$ cat config.mk
export PLATFORM = sky130hd
export DESIGN_NAME = uart_transmitter
export DESIGN_NICKNAME = d
export VERILOG_FILES = /design/src/rtl/uart_transmitter.sv
export SDC_FILE = /design/constraint.sdc
export NUM_CORES = 1
export LEC_CHECK = 0
export BUFFER_PORTS_ARGS = -buffer_cell sky130_fd_sc_hd__buf_2
export CAP_MARGIN = 20
export CORE_ASPECT_RATIO = 1.2
export CORE_MARGIN = 1.5
export CORE_UTILIZATION = 59
export CTS_CLUSTER_DIAMETER = 150
export DETAILED_ROUTE_END_ITERATION = 10
export HOLD_SLACK_MARGIN = 0.08
export PLACE_DENSITY = 0.78
export RECOVER_POWER = 100
export SLEW_MARGIN = 40
export SYNTH_ARGS = -nofsm -noshare
export SYNTH_HDL_FRONTEND = slang
export SYNTH_SLANG_ARGS = --single-unit
$ cat constraint.sdc
create_clock -name clk -period 2.5 [get_ports clk]
set_clock_uncertainty 0.2 [all_clocks]
set_input_delay 0.25 -clock clk [delete_from_list [all_inputs] [get_ports clk]]
set_output_delay 0.25 -clock clk [all_outputs]
set_load 0.005 [all_outputs]
$ cat src/rtl/uart_transmitter.sv
// UART transmit stage.
// Host bytes arrive over a four-phase req/ack handshake into a one-byte
// holding register. The transmit FSM serializes each byte as:
// start(0), data[1..7], data[0], then STOP_BITS stop slots (1).
// That bit order matches the companion receiver, so a loopback reproduces the byte.
// When a byte is waiting at the end of the stop period, the next start bit
// follows immediately, so back-to-back frames have no idle gap.
module uart_transmitter #(
    parameter int CLKS_PER_BIT = 5220,
    parameter int STOP_BITS    = 1
) (
    input  logic       clk,
    input  logic       clr,
    input  logic       req,
    input  logic [7:0] data,
    output logic       ack,
    output logic       txd,
    output logic       busy
);

    localparam int             CW        = (CLKS_PER_BIT > 1) ? $clog2(CLKS_PER_BIT) : 1;
    localparam logic [CW-1:0]  BAUD_LAST = CW'(CLKS_PER_BIT - 1);
    localparam logic [0:0]     STOP_LAST = 1'(STOP_BITS - 1);

    typedef enum logic {
        HS_WAIT,
        HS_ACK
    } hs_state_t;

    typedef enum logic [1:0] {
        TX_IDLE,
        TX_START,
        TX_DATA,
        TX_STOP
    } tx_state_t;

    hs_state_t      hs_state_reg;
    tx_state_t      tx_state_reg;
    logic [7:0]     hold_reg;
    logic           hold_full_reg;
    logic [7:0]     shift_reg;
    logic [CW-1:0]  baud_reg;
    logic [2:0]     slot_reg;
    logic [0:0]     stop_reg;
    logic           ack_reg;
    logic           txd_reg;
    logic           busy_reg;

    logic           baud_end;
    logic           stop_end;
    logic           load;
    logic           capture;
    logic           hold_full_next;
    logic           tx_idle_next;

    // Shared decode between the two FSMs. The hold register hands over to the
    // shifter only when a byte is held, so a capture can never coincide with a load.
    always_comb begin
        baud_end       = (baud_reg == BAUD_LAST);
        stop_end       = (tx_state_reg == TX_STOP) && baud_end && (stop_reg == STOP_LAST);
        load           = hold_full_reg && ((tx_state_reg == TX_IDLE) || stop_end);
        capture        = (hs_state_reg == HS_WAIT) && req && !hold_full_reg;
        hold_full_next = capture || (hold_full_reg && !load);
        tx_idle_next   = ((tx_state_reg == TX_IDLE) || stop_end) && !hold_full_reg;
    end

    // Handshake FSM: capture into the holding register, then wait for req to drop.
    always_ff @(posedge clk) begin
        if (!clr) begin
            hs_state_reg  <= HS_WAIT;
            ack_reg       <= 1'b0;
            hold_reg      <= 8'h00;
            hold_full_reg <= 1'b0;
        end else begin
            hold_full_reg <= hold_full_next;
            case (hs_state_reg)
                HS_WAIT: begin
                    if (capture) begin
                        hold_reg     <= data;
                        ack_reg      <= 1'b1;
                        hs_state_reg <= HS_ACK;
                    end
                end
                HS_ACK: begin
                    if (!req) begin
                        ack_reg      <= 1'b0;
                        hs_state_reg <= HS_WAIT;
                    end
                end
                default: begin
                    ack_reg      <= 1'b0;
                    hs_state_reg <= HS_WAIT;
                end
            endcase
        end
    end

    // Transmit FSM: start slot, eight data slots, stop slots; reload straight from stop.
    always_ff @(posedge clk) begin
        if (!clr) begin
            tx_state_reg <= TX_IDLE;
            txd_reg      <= 1'b1;
            shift_reg    <= 8'h00;
            baud_reg     <= '0;
            slot_reg     <= 3'd0;
            stop_reg     <= 1'b0;
        end else if (load) begin
            shift_reg    <= hold_reg;
            txd_reg      <= 1'b0;
            baud_reg     <= '0;
            tx_state_reg <= TX_START;
        end else begin
            case (tx_state_reg)
                TX_IDLE: begin
                    txd_reg <= 1'b1;
                end
                TX_START: begin
                    if (baud_end) begin
                        baud_reg     <= '0;
                        slot_reg     <= 3'd0;
                        txd_reg      <= shift_reg[1];
                        tx_state_reg <= TX_DATA;
                    end else begin
                        baud_reg <= baud_reg + 1'b1;
                    end
                end
                TX_DATA: begin
                    if (baud_end) begin
                        baud_reg <= '0;
                        if (slot_reg == 3'd7) begin
                            txd_reg      <= 1'b1;
                            stop_reg     <= 1'b0;
                            tx_state_reg <= TX_STOP;
                        end else begin
                            slot_reg <= slot_reg + 3'd1;
                            // slot k carries bit (k+1) mod 8; the 3-bit sum wraps onto bit 0
                            txd_reg  <= shift_reg[3'(slot_reg + 3'd2)];
                        end
                    end else begin
                        baud_reg <= baud_reg + 1'b1;
                    end
                end
                TX_STOP: begin
                    txd_reg <= 1'b1;
                    if (baud_end) begin
                        baud_reg <= '0;
                        if (stop_reg == STOP_LAST) begin
                            tx_state_reg <= TX_IDLE;
                        end else begin
                            stop_reg <= stop_reg + 1'b1;
                        end
                    end else begin
                        baud_reg <= baud_reg + 1'b1;
                    end
                end
                default: begin
                    txd_reg      <= 1'b1;
                    tx_state_reg <= TX_IDLE;
                end
            endcase
        end
    end

    // Busy tracks the next-state view so it lines up with the state registers.
    always_ff @(posedge clk) begin
        if (!clr) begin
            busy_reg <= 1'b0;
        end else begin
            busy_reg <= !tx_idle_next || hold_full_next;
        end
    end

    assign ack  = ack_reg;
    assign txd  = txd_reg;
    assign busy = busy_reg;

endmodule

# Yosys cells after proc, flatten, opt, wreduce, memory -nomap -nowiden
# Index checks and enable logic that the tools add are counted.
classes:
  n_reduce_logical: 28
  bitwise_logic: 4
  eq_ne: 18
  muxes: 30
  n_lt_le_gt_ge: 1
  n_addsub: 4
ops:
  columns: ["op", "count"]
  rows:
  - ["2-bit inequality test (second input constant)", 8]
  - ["3-bit inequality test (second input constant)", 5]
  - ["1-bit two-way mux", 14]
  - ["13-bit by 1-bit adder with 13-bit output (second input constant)", 1]
  - ["13-bit == test (second input constant)", 1]
  - ["13-bit two-way mux", 1]
  - ["6-bit AND reduction", 2]
  - ["2-bit two-way mux", 5]
  - ["5-bit AND reduction", 2]
  - ["3-bit two-way mux", 3]
  - ["1-bit logical AND", 7]
  - ["1-bit case mux with 2 select lines", 3]
  - ["2-bit case mux with 3 select lines", 1]
  - ["3-bit case mux with 2 select lines", 1]
  - ["2-bit AND reduction", 3]
  - ["2-bit == test (second input constant)", 2]
  - ["3-bit by 4-bit less-than comparator with 1-bit output (second input constant)", 1]
  - ["1-bit NOT", 4]
  - ["2-bit nonzero test", 2]
  - ["4-bit nonzero test", 1]
  - ["2-bit OR reduction", 2]
  - ["3-bit by 1-bit adder with 3-bit output (second input constant)", 1]
  - ["3-bit by 2-bit adder with 3-bit output (second input constant)", 1]
  - ["1-bit binary-select mux with 3-bit select", 1]
  - ["9 further kinds", 13]
totals:
  output_inout_bits: 3
  register_bits: 40
  wordCells: 97

# Depth between registers and ports, before layout
# Gate-level depths: netlist (run 1).
logic_depth:
  depth_word: 9
  ltp_mapped: 7

# Least setup slack after synthesis (run 1)
# OpenSTA, ideal clock, no wires.
synth_timing:
  kind: "register to register"
  from: "reg tx_state_reg[0]"
  to: "reg tx_state_reg[0]"
  path_stages_with_launch: 6
  arrival_ns: 1.548
  path_slack_ns: 0.646
  t_required_ns: 2.194
  path_cell_list: "dfxtp_1 -> inv_1 -> ha_1 -> or3_1 -> a2111o_1 -> o311ai_0"
synth_between:
  elab_chain_cells: 7
  elab_cells_between_ends: 17
  cone_classes: "8 x eq/ne; 2 x mux; 7 x reduce/logical"
synth_rtl:
  columns: ["element", "line", "text"]
  rows:
  - ["start, declared", "38", "tx_state_t tx_state_reg;"]
  - ["start signal, assigned", "101", "tx_state_reg <= TX_IDLE;"]
  - ["start signal, assigned", "111", "tx_state_reg <= TX_START;"]
  - ["start signal, assigned", "122", "tx_state_reg <= TX_DATA;"]
  - ["2-bit == test", "60, 113", null]
  - ["1-bit logical AND (2 in a row)", "60", "stop_end = (tx_state_reg == TX_STOP) && baud_end && (stop_reg == STOP_LAST);"]
  - ["1-bit logical OR", "61", "load = hold_full_reg && ((tx_state_reg == TX_IDLE) || stop_end);"]
  - ["1-bit logical AND", "61", null]
  - ["3-bit inequality test (no source line) or 4-bit nonzero test (tied branches)", null, null]
  - ["6-bit AND reduction (no source line)", null, null]
# Several ways; a longest one is shown, not always the timed one.
# A chain may end at the register's enable or synchronous reset.

# Worst setup path after layout (run 1)
layout_timing:
  from: "reg tx_state_reg[0]"
  to: "reg slot_reg[0]"
layout_between:
  elab_chain_cells: 7
  elab_cells_between_ends: 15
  cone_classes: "6 x eq/ne; 1 x mux; 1 x bitwise; 7 x reduce/logical"
layout_rtl:
  columns: ["element", "line", "text"]
  rows:
  - ["2-bit == test", "60", null]
  - ["1-bit logical AND (2 in a row)", "60", null]
  - ["1-bit logical OR", "61", null]
  - ["1-bit logical AND", "61", null]
  - ["1-bit NOT (no source line)", null, null]
  - ["5-bit AND reduction (no source line)", null, null]
  - ["end signal, assigned", "135", "slot_reg <= slot_reg + 3'd1;"]
  - ["end, declared", "43", "logic [2:0] slot_reg;"]
# Several ways; a longest one is shown, not always the timed one.

==> flow_summary_export.csv, run 1 <==
group,metric,value,unit
timing,finalMaxSlewViolations,0,
timing,rsz0062_at_grt,"no",
synth,synthTopCellsByArea,"dfxtp_1, mux2i_1, nand2_1",
synth,ys_ff_latch,39,
power,peakVddDrop,0.4439,mV
die,coreArea,3055,um2
timing,layout_setup_ws,233.3,ps
layout,nets,247,
power,cellPowerDensity,578.8,nW/um2
timing,tns,0,ps
synth,synth.avg_cell_area,9.167,um2
layout,fin_area,2131,um2
drt,first_iter_violations,38,
timing,setup_viol,0,
layout,area_delta_synth_final,13.38,%
synth,synth_top_area_share,41.54,%
die,rows,22,
clock_tree,ctsRootBufferMaster,"clkbuf_4",
global_route,grt_max_degree,23,
synth,syn_area,1879,um2
synth,synth_cells,205,
place,hpwl,2615,um
layout,fillers,217,
clock_tree,cts_resized,0,
critical_path,r2r-start,"tx_state_reg[0]$_SDFFE_PN0P_",
layout,layout.area.seq,780.7,um2
worst_hold_path,hold_path_class,"reg2reg",
clock_tree,clock-sinks,39,
synth,ys_seq_area_share,41.54,%
global_route,antenna_found_initial,0,
global_route,overflow,0,
critical_path,crit_required,2570,ps
synth,synthTopCellsByCount,"dfxtp_1, nand2_1, nor2_1",
layout,multi_input_comb_area,1020,um2
drt,post_drt_wl_per_cell,14.25,um
clock_tree,numCtsBuffers,5,
run_status,status,"completed",
layout,utilization,69.74,%
layout,antenna_cells,0,
critical_path,cp_max_fo,14,
synth,synth_nets,224,
place,post_dp_cell_area,1949,um2
synth,synthFlopType,"dfxtp_1",
critical_path,slowest_stage,"dfxtp_1",
clock_tree,h-tree-depth,2,
synth,yosysMostFrequentCell,"dfxtp_1",
synth,synth_edf_count,0,
place,port_buffers,13,
drt,route.detailed.drc,0,
timing,fin_crit_sh,90.67,%
timing,slew_headroom,55.79,%
drt,routed_wl,3776,um
die,die_y,64.83,um
timing,timing.fmax,441.2,MHz
clock_tree,clock_tree.buffer_depth,2,
drt,ant_nets,0,
global_route,grt_pass1_wl,6589,um
timing,worst_pin_slew,662.4,ps
layout,largest_reg_flops,13,
global_route,grt_usage,25.69,%
die,io_pins,14,
place,pre_cts_slack,298.0,ps
global_route,grt_pass1_vias,1493,
critical_path,setup.worst_path.end_class,"flop",
die,initial_core_util,61.51,%
critical_path,path_delay_family,"compound AO/OA/AOI/OAI gates",
critical_path,cp_data_arrival_time,2330,ps
clock_tree,cts_tree,"built",
die,dieArea,3534,um2
critical_path,worstSetupPathType,"reg2reg",
critical_path,crit_chain,"inv_1, ha_1, and2_0, a41o_2, a211oi_4, mux2i_1",
drt,num_vias,1503,
clock_tree,clock_latency,340,ps
critical_path,critPathBufInv,1,
critical_path,critPathLaunchType,"flop",
job,cap_violations,0,
critical_path,critical_path.startpoint,"tx_state_reg[0]$_SDFFE_PN0P_",
timing,min_period,2267,ps
die,die_x,54.52,um
timing,hold_violations,0,
drt,dr.pass1.iters,4,
clock_tree,path_clk_slew,120,ps
clock_tree,cts_setup_buffers,0,
layout,drive_above_1_share,11.35,%
synth,ys_warn_count,0,
critical_path,slowest_delay,420,ps
power,p_leak,0.7638,nW
synth,synthArstFlopShare,0,%
place,place_congestion,0.8333,
synth,synth_cell_types,37,
synth,netlist.top_cell.by_area,"dfxtp_1",
drt,post_drt_via_cell_ratio,5.672,
worst_hold_path,worstHoldStart,"hold_reg[5]$_SDFFE_PN0P_",
clock_tree,holdBufCountCts,11,
[layout by cell type (no fill, tap or decap), types with 2 or more instances in the layout]
master / instances
dfxtp_1: 39
nand2_1: 30
nor2_1: 23
mux2i_1: 16
a21oi_1: 14
dlygate4sd3_1: 11
buf_2: 11
xnor2_1: 9
ha_1: 8
inv_1: 7
nand3_1: 7
nor3_1: 5
clkbuf_4: 5
nor4_1: 4
o21ai_0: 3
nand2b_1: 3
or3_1: 3
xor2_1: 3
and2_1: 2
nor4b_4: 2
nand4b_1: 2
nand3b_1: 2
clkbuf_1: 2
[where the power goes]
group / switching [mW] / internal (mW)
clock: 0.202 / 0.236
combinational: 0.0742 / 0.0613
sequential: 0.0156 / 0.644
total: 0.292 / 0.941
[cells by family (layout without fill, tap and decap cells)]
| family | count (synthesis) | after routing | synth area share (%) |
|---|---|---|---|
| adder cells (fa/ha/maj) | 8 | 8 | 5.326 |
| AND/OR/NAND/NOR | 89 | 89 | 24.97 |
| XOR/XNOR | 12 | 12 | 5.593 |
| buffers and inverters | 15 | 39 | 3.529 |
| flip-flops | 39 | 39 | 41.54 |
| AO/OA/AOI/OAI | 25 | 25 | 9.321 |
| multiplexers | 17 | 17 | 9.720 |
[layout make-up]
cell class / count / share of cell area (%)
Multi-Input combinational cell: 151 / 47.86
Sequential cell: 39 / 36.64
Timing Repair Buffer: 24 / 8.103
Clock buffer: 6 / 2.408
Tap cell: 36 / 2.114
Clock inverter: 2 / 1.644
Inverter: 7 / 1.233
[metrics by stage]
stage / cells / hold slack, ps / power [mW]
CTS: 265 / 266.6 / 1.234
finish: 265 / 262.1 / 1.233
global route: 265 / 295.9 / 1.281
floorplan: 205 / 166.1 / 0.7631
global placement: 246 / 247.7 / 0.7852
detailed placement: 246 / 252.2 / 0.7927
[path summary, 6_finish.rpt]
| path | endpoint | slack [ps] | cells past startpoint |
|---|---|---|---|
| hold reg to reg | hold_reg[5]$_SDFFE_PN0P_ | 260 | 2 |
| setup / recovery | slot_reg[0]$_SDFFE_PN0P_ | 230 | 6 |
| setup reg to reg | slot_reg[0]$_SDFFE_PN0P_ | 230 | 6 |
| hold / removal | hold_reg[5]$_SDFFE_PN0P_ | 260 | 2 |
[worst register-to-register path: cells and delay by family (launching register included)]
| kind | cells | cell delay (ps) |
|---|---|---|
| compound gates | 2 | 670 |
| mux | 1 | 240 |
| simple gates | 1 | 200 |
| flops | 1 | 420 |
| fa+ha+maj | 1 | 370 |
| buf+inv | 1 | 100 |
[routing by layer]
metal  global-route usage [%]  vias up  wire length, um
met3                    5.991        5              141
li1                         -      754                -
met4                    8.438        0               46
met5                        0        -                0
met1                    30.94      715             1706
met2                    43.67       29             1882
Note: power is estimated with default switching activity, not from simulation.
==> run 2, diff against run 1 <==
--- a/config.mk
+++ b/config.mk
@@ -5,15 +5,16 @@
 export SDC_FILE = /design/constraint.sdc
 export NUM_CORES = 1
 export LEC_CHECK = 0
+export ABC_AREA = 1
 export BUFFER_PORTS_ARGS = -buffer_cell sky130_fd_sc_hd__buf_2
 export CAP_MARGIN = 20
 export CORE_ASPECT_RATIO = 1.2
 export CORE_MARGIN = 1.5
-export CORE_UTILIZATION = 59
+export CORE_UTILIZATION = 58
 export CTS_CLUSTER_DIAMETER = 150
 export DETAILED_ROUTE_END_ITERATION = 10
 export HOLD_SLACK_MARGIN = 0.08
-export PLACE_DENSITY = 0.78
+export PLACE_DENSITY = 0.82
 export RECOVER_POWER = 100
 export SLEW_MARGIN = 40
 export SYNTH_ARGS = -nofsm -noshare
==> run 2 against run 1 <==
Clock power shrank 6.6%. Maximum frequency grew 5.8%. Via count grew 8.6%. Synthesized cell count grew 24%. Critical path type is now in2reg. Critical endpoint is now hold_reg[0]$_SDFFE_PN0P_. Largest power group unchanged. Highest routed layer unchanged.
==> flow_summary_export.csv, run 2 <==
group,metric,value,unit
layout,nets,298,
timing,rsz0062_at_grt,"no",
critical_path,crit_path_frequent_cell,"nor2_1",
die,initial_core_util,60.24,%
timing,tns,0,ps
synth,synth_cell_types,27,
place,pre_cts_slack,578.3,ps
job,cap_violations,0,
synth,syn_area,1841,um2
synth,synthTopCellsByCount,"nor2_1, nand2_1, dfxtp_1",
timing,timing.fmax,466.6,MHz
critical_path,path_delay_family,"simple AND/OR/NAND/NOR gates",
critical_path,cp_data_arrival_time,2190,ps
die,die_y,64.71,um
drt,ant_nets,0,
synth,netlist.top_cell.by_area,"dfxtp_1",
timing,setup_viol,0,
synth,synth_nets,273,
power,peakVddDrop,0.5405,mV
drt,post_drt_wl_per_cell,11.96,um
global_route,grt_usage,24.44,%
layout,area_delta_synth_final,12.58,%
clock_tree,cts_setup_buffers,0,
power,cellPowerDensity,599.2,nW/um2
die,rows,22,
synth,synth_cells,254,
critical_path,slowest_stage,"nor3_1",
synth,synthTopCellsByArea,"dfxtp_1, nor2_1, nand2_1",
clock_tree,cts_resized,0,
die,coreArea,3055,um2
timing,fin_crit_sh,85.73,%
timing,worst_pin_slew,933.9,ps
clock_tree,path_clk_slew,120,ps
critical_path,crit_chain,"dlygate4sd3_1, clkbuf_2, inv_1, nor3_1, inv_2, nor2_1, nor2_1",
clock_tree,clock-sinks,39,
timing,min_period,2143,ps
critical_path,setup.worst_path.end_class,"flop",
power,p_leak,0.8879,nW
layout,utilization,67.81,%
synth,synth_top_area_share,42.42,%
synth,ys_ff_latch,39,
synth,ys_seq_area_share,42.42,%
drt,first_iter_violations,84,
die,die_x,54.43,um
critical_path,crit_required,2550,ps
die,io_pins,14,
clock_tree,holdBufCountCts,9,
die,dieArea,3522,um2
timing,layout_setup_ws,356.7,ps
global_route,antenna_found_initial,0,
layout,mostFrequentLayoutCell,"nor2_1",
critical_path,worstSetupPathType,"in2reg",
timing,hold_violations,0,
layout,fillers,240,
synth,ys_warn_count,0,
run_status,status,"completed",
global_route,overflow,0,
synth,synth_edf_count,0,
clock_tree,cts_tree,"built",
clock_tree,numCtsBuffers,5,
clock_tree,h-tree-depth,2,
clock_tree,ctsRootBufferMaster,"clkbuf_4",
timing,slew_headroom,37.26,%
critical_path,cp_max_fo,10,
place,place_congestion,0.9020,
synth,yosysMostFrequentCell,"nor2_1",
global_route,grt_max_degree,24,
clock_tree,clock_latency,340,ps
worst_hold_path,hold_path_class,"in2reg",
synth,synth.avg_cell_area,7.246,um2
global_route,grt_pass1_wl,6361,um
critical_path,critPathLaunchType,"input port",
synth,synthFlopType,"dfxtp_1",
drt,dr.pass1.iters,4,
layout,final_cell_mix,"nor2_1, nand2_1, dfxtp_1, inv_1, nand3_1",
place,port_buffers,13,
drt,num_vias,1632,
drt,routed_wl,3767,um
drt,post_drt_via_cell_ratio,5.181,
place,hpwl,2385,um
critical_path,slowest_delay,710,ps
global_route,grt_pass1_vias,1501,
clock_tree,clock_tree.buffer_depth,2,
synth,synthArstFlopShare,0,%
layout,drive_above_1_share,9.319,%
drt,route.detailed.drc,0,
layout,antenna_cells,0,
critical_path,critPathBufInv,4,
timing,finalMaxSlewViolations,0,
layout,largest_reg_flops,13,
[run 2: path summary, 6_finish.rpt]
| kind | startpoint | endpoint | slack (ps) | cells past startpoint |
|---|---|---|---|---|
| worst max-delay path | req | hold_reg[0]$_SDFFE_PN0P_ | 360 | 7 |
| worst min-delay path | clr | slot_reg[0]$_SDFFE_PN0P_ | 100 | 3 |
| worst max register to register | baud_reg[0]$_SDFFE_PP0P_ | shift_reg[4]$_SDFFE_PN0P_ | 460 | 9 |
| worst min register to register | shift_reg[1]$_SDFFE_PN0P_ | shift_reg[1]$_SDFFE_PN0P_ | 280 | 2 |
[run 2: stage by stage]
stage / power [mW] / std cells / instance area, um2 / hold WS (ps)
after floorplan: 0.7937 / 254 / 1841 / 184.9
after global placement: 0.8258 / 299 / 1927 / 266.9
after detailed placement: 0.8304 / 299 / 1927 / 263.7
after CTS: 1.239 / 315 / 2092 / 88.84
after global routing: 1.285 / 315 / 2072 / 112.2
final: 1.242 / 315 / 2072 / 102.5
[run 2: cell type report]
class | count | area, um2 | share of cell area [%]
inverter | 28 | 105.1 | 5.072
sequential | 39 | 780.7 | 37.68
timing repair buffer | 22 | 152.6 | 7.367
multi-input combinational | 183 | 913.4 | 44.08
clock inverter | 2 | 37.54 | 1.812
tap | 36 | 45.04 | 2.174
clock buffer | 5 | 37.54 | 1.812
[run 2: routing by layer]
| layer | track usage (%) | up-vias | part of all wire, % |
|---|---|---|---|
| met5 | 0 | - | 0 |
| met4 | 9.063 | 0 | 1.4 |
| met3 | 5.760 | 6 | 4.1 |
| met2 | 39.01 | 41 | 46 |
| met1 | 31.36 | 727 | 48 |
| li1 | - | 858 | - |
[run 2: tightest hold or removal path, cell delays in order]
cell	delay, ps
buf_2	210
nand2_1	110
nor2_1	30
[run 2: kinds of logic (layout without fill, tap and decap cells)]
group	Yosys count	after routing	synth area share [%]
fa+ha+maj	8	8	5.439
buf+inv	32	57	7.002
flops	39	39	42.42
compound gates	32	32	9.314
simple gates	134	134	31.54
xor+xnor	9	9	4.283
[run 2: report_power, final]
group          leakage, nW  switching (mW)  internal [mW]  total, mW
registers            0.319          0.0238          0.656      0.680
logic                0.532          0.0924         0.0592      0.152
clock network       0.0373           0.205          0.205      0.410
total                0.888           0.321          0.920       1.24
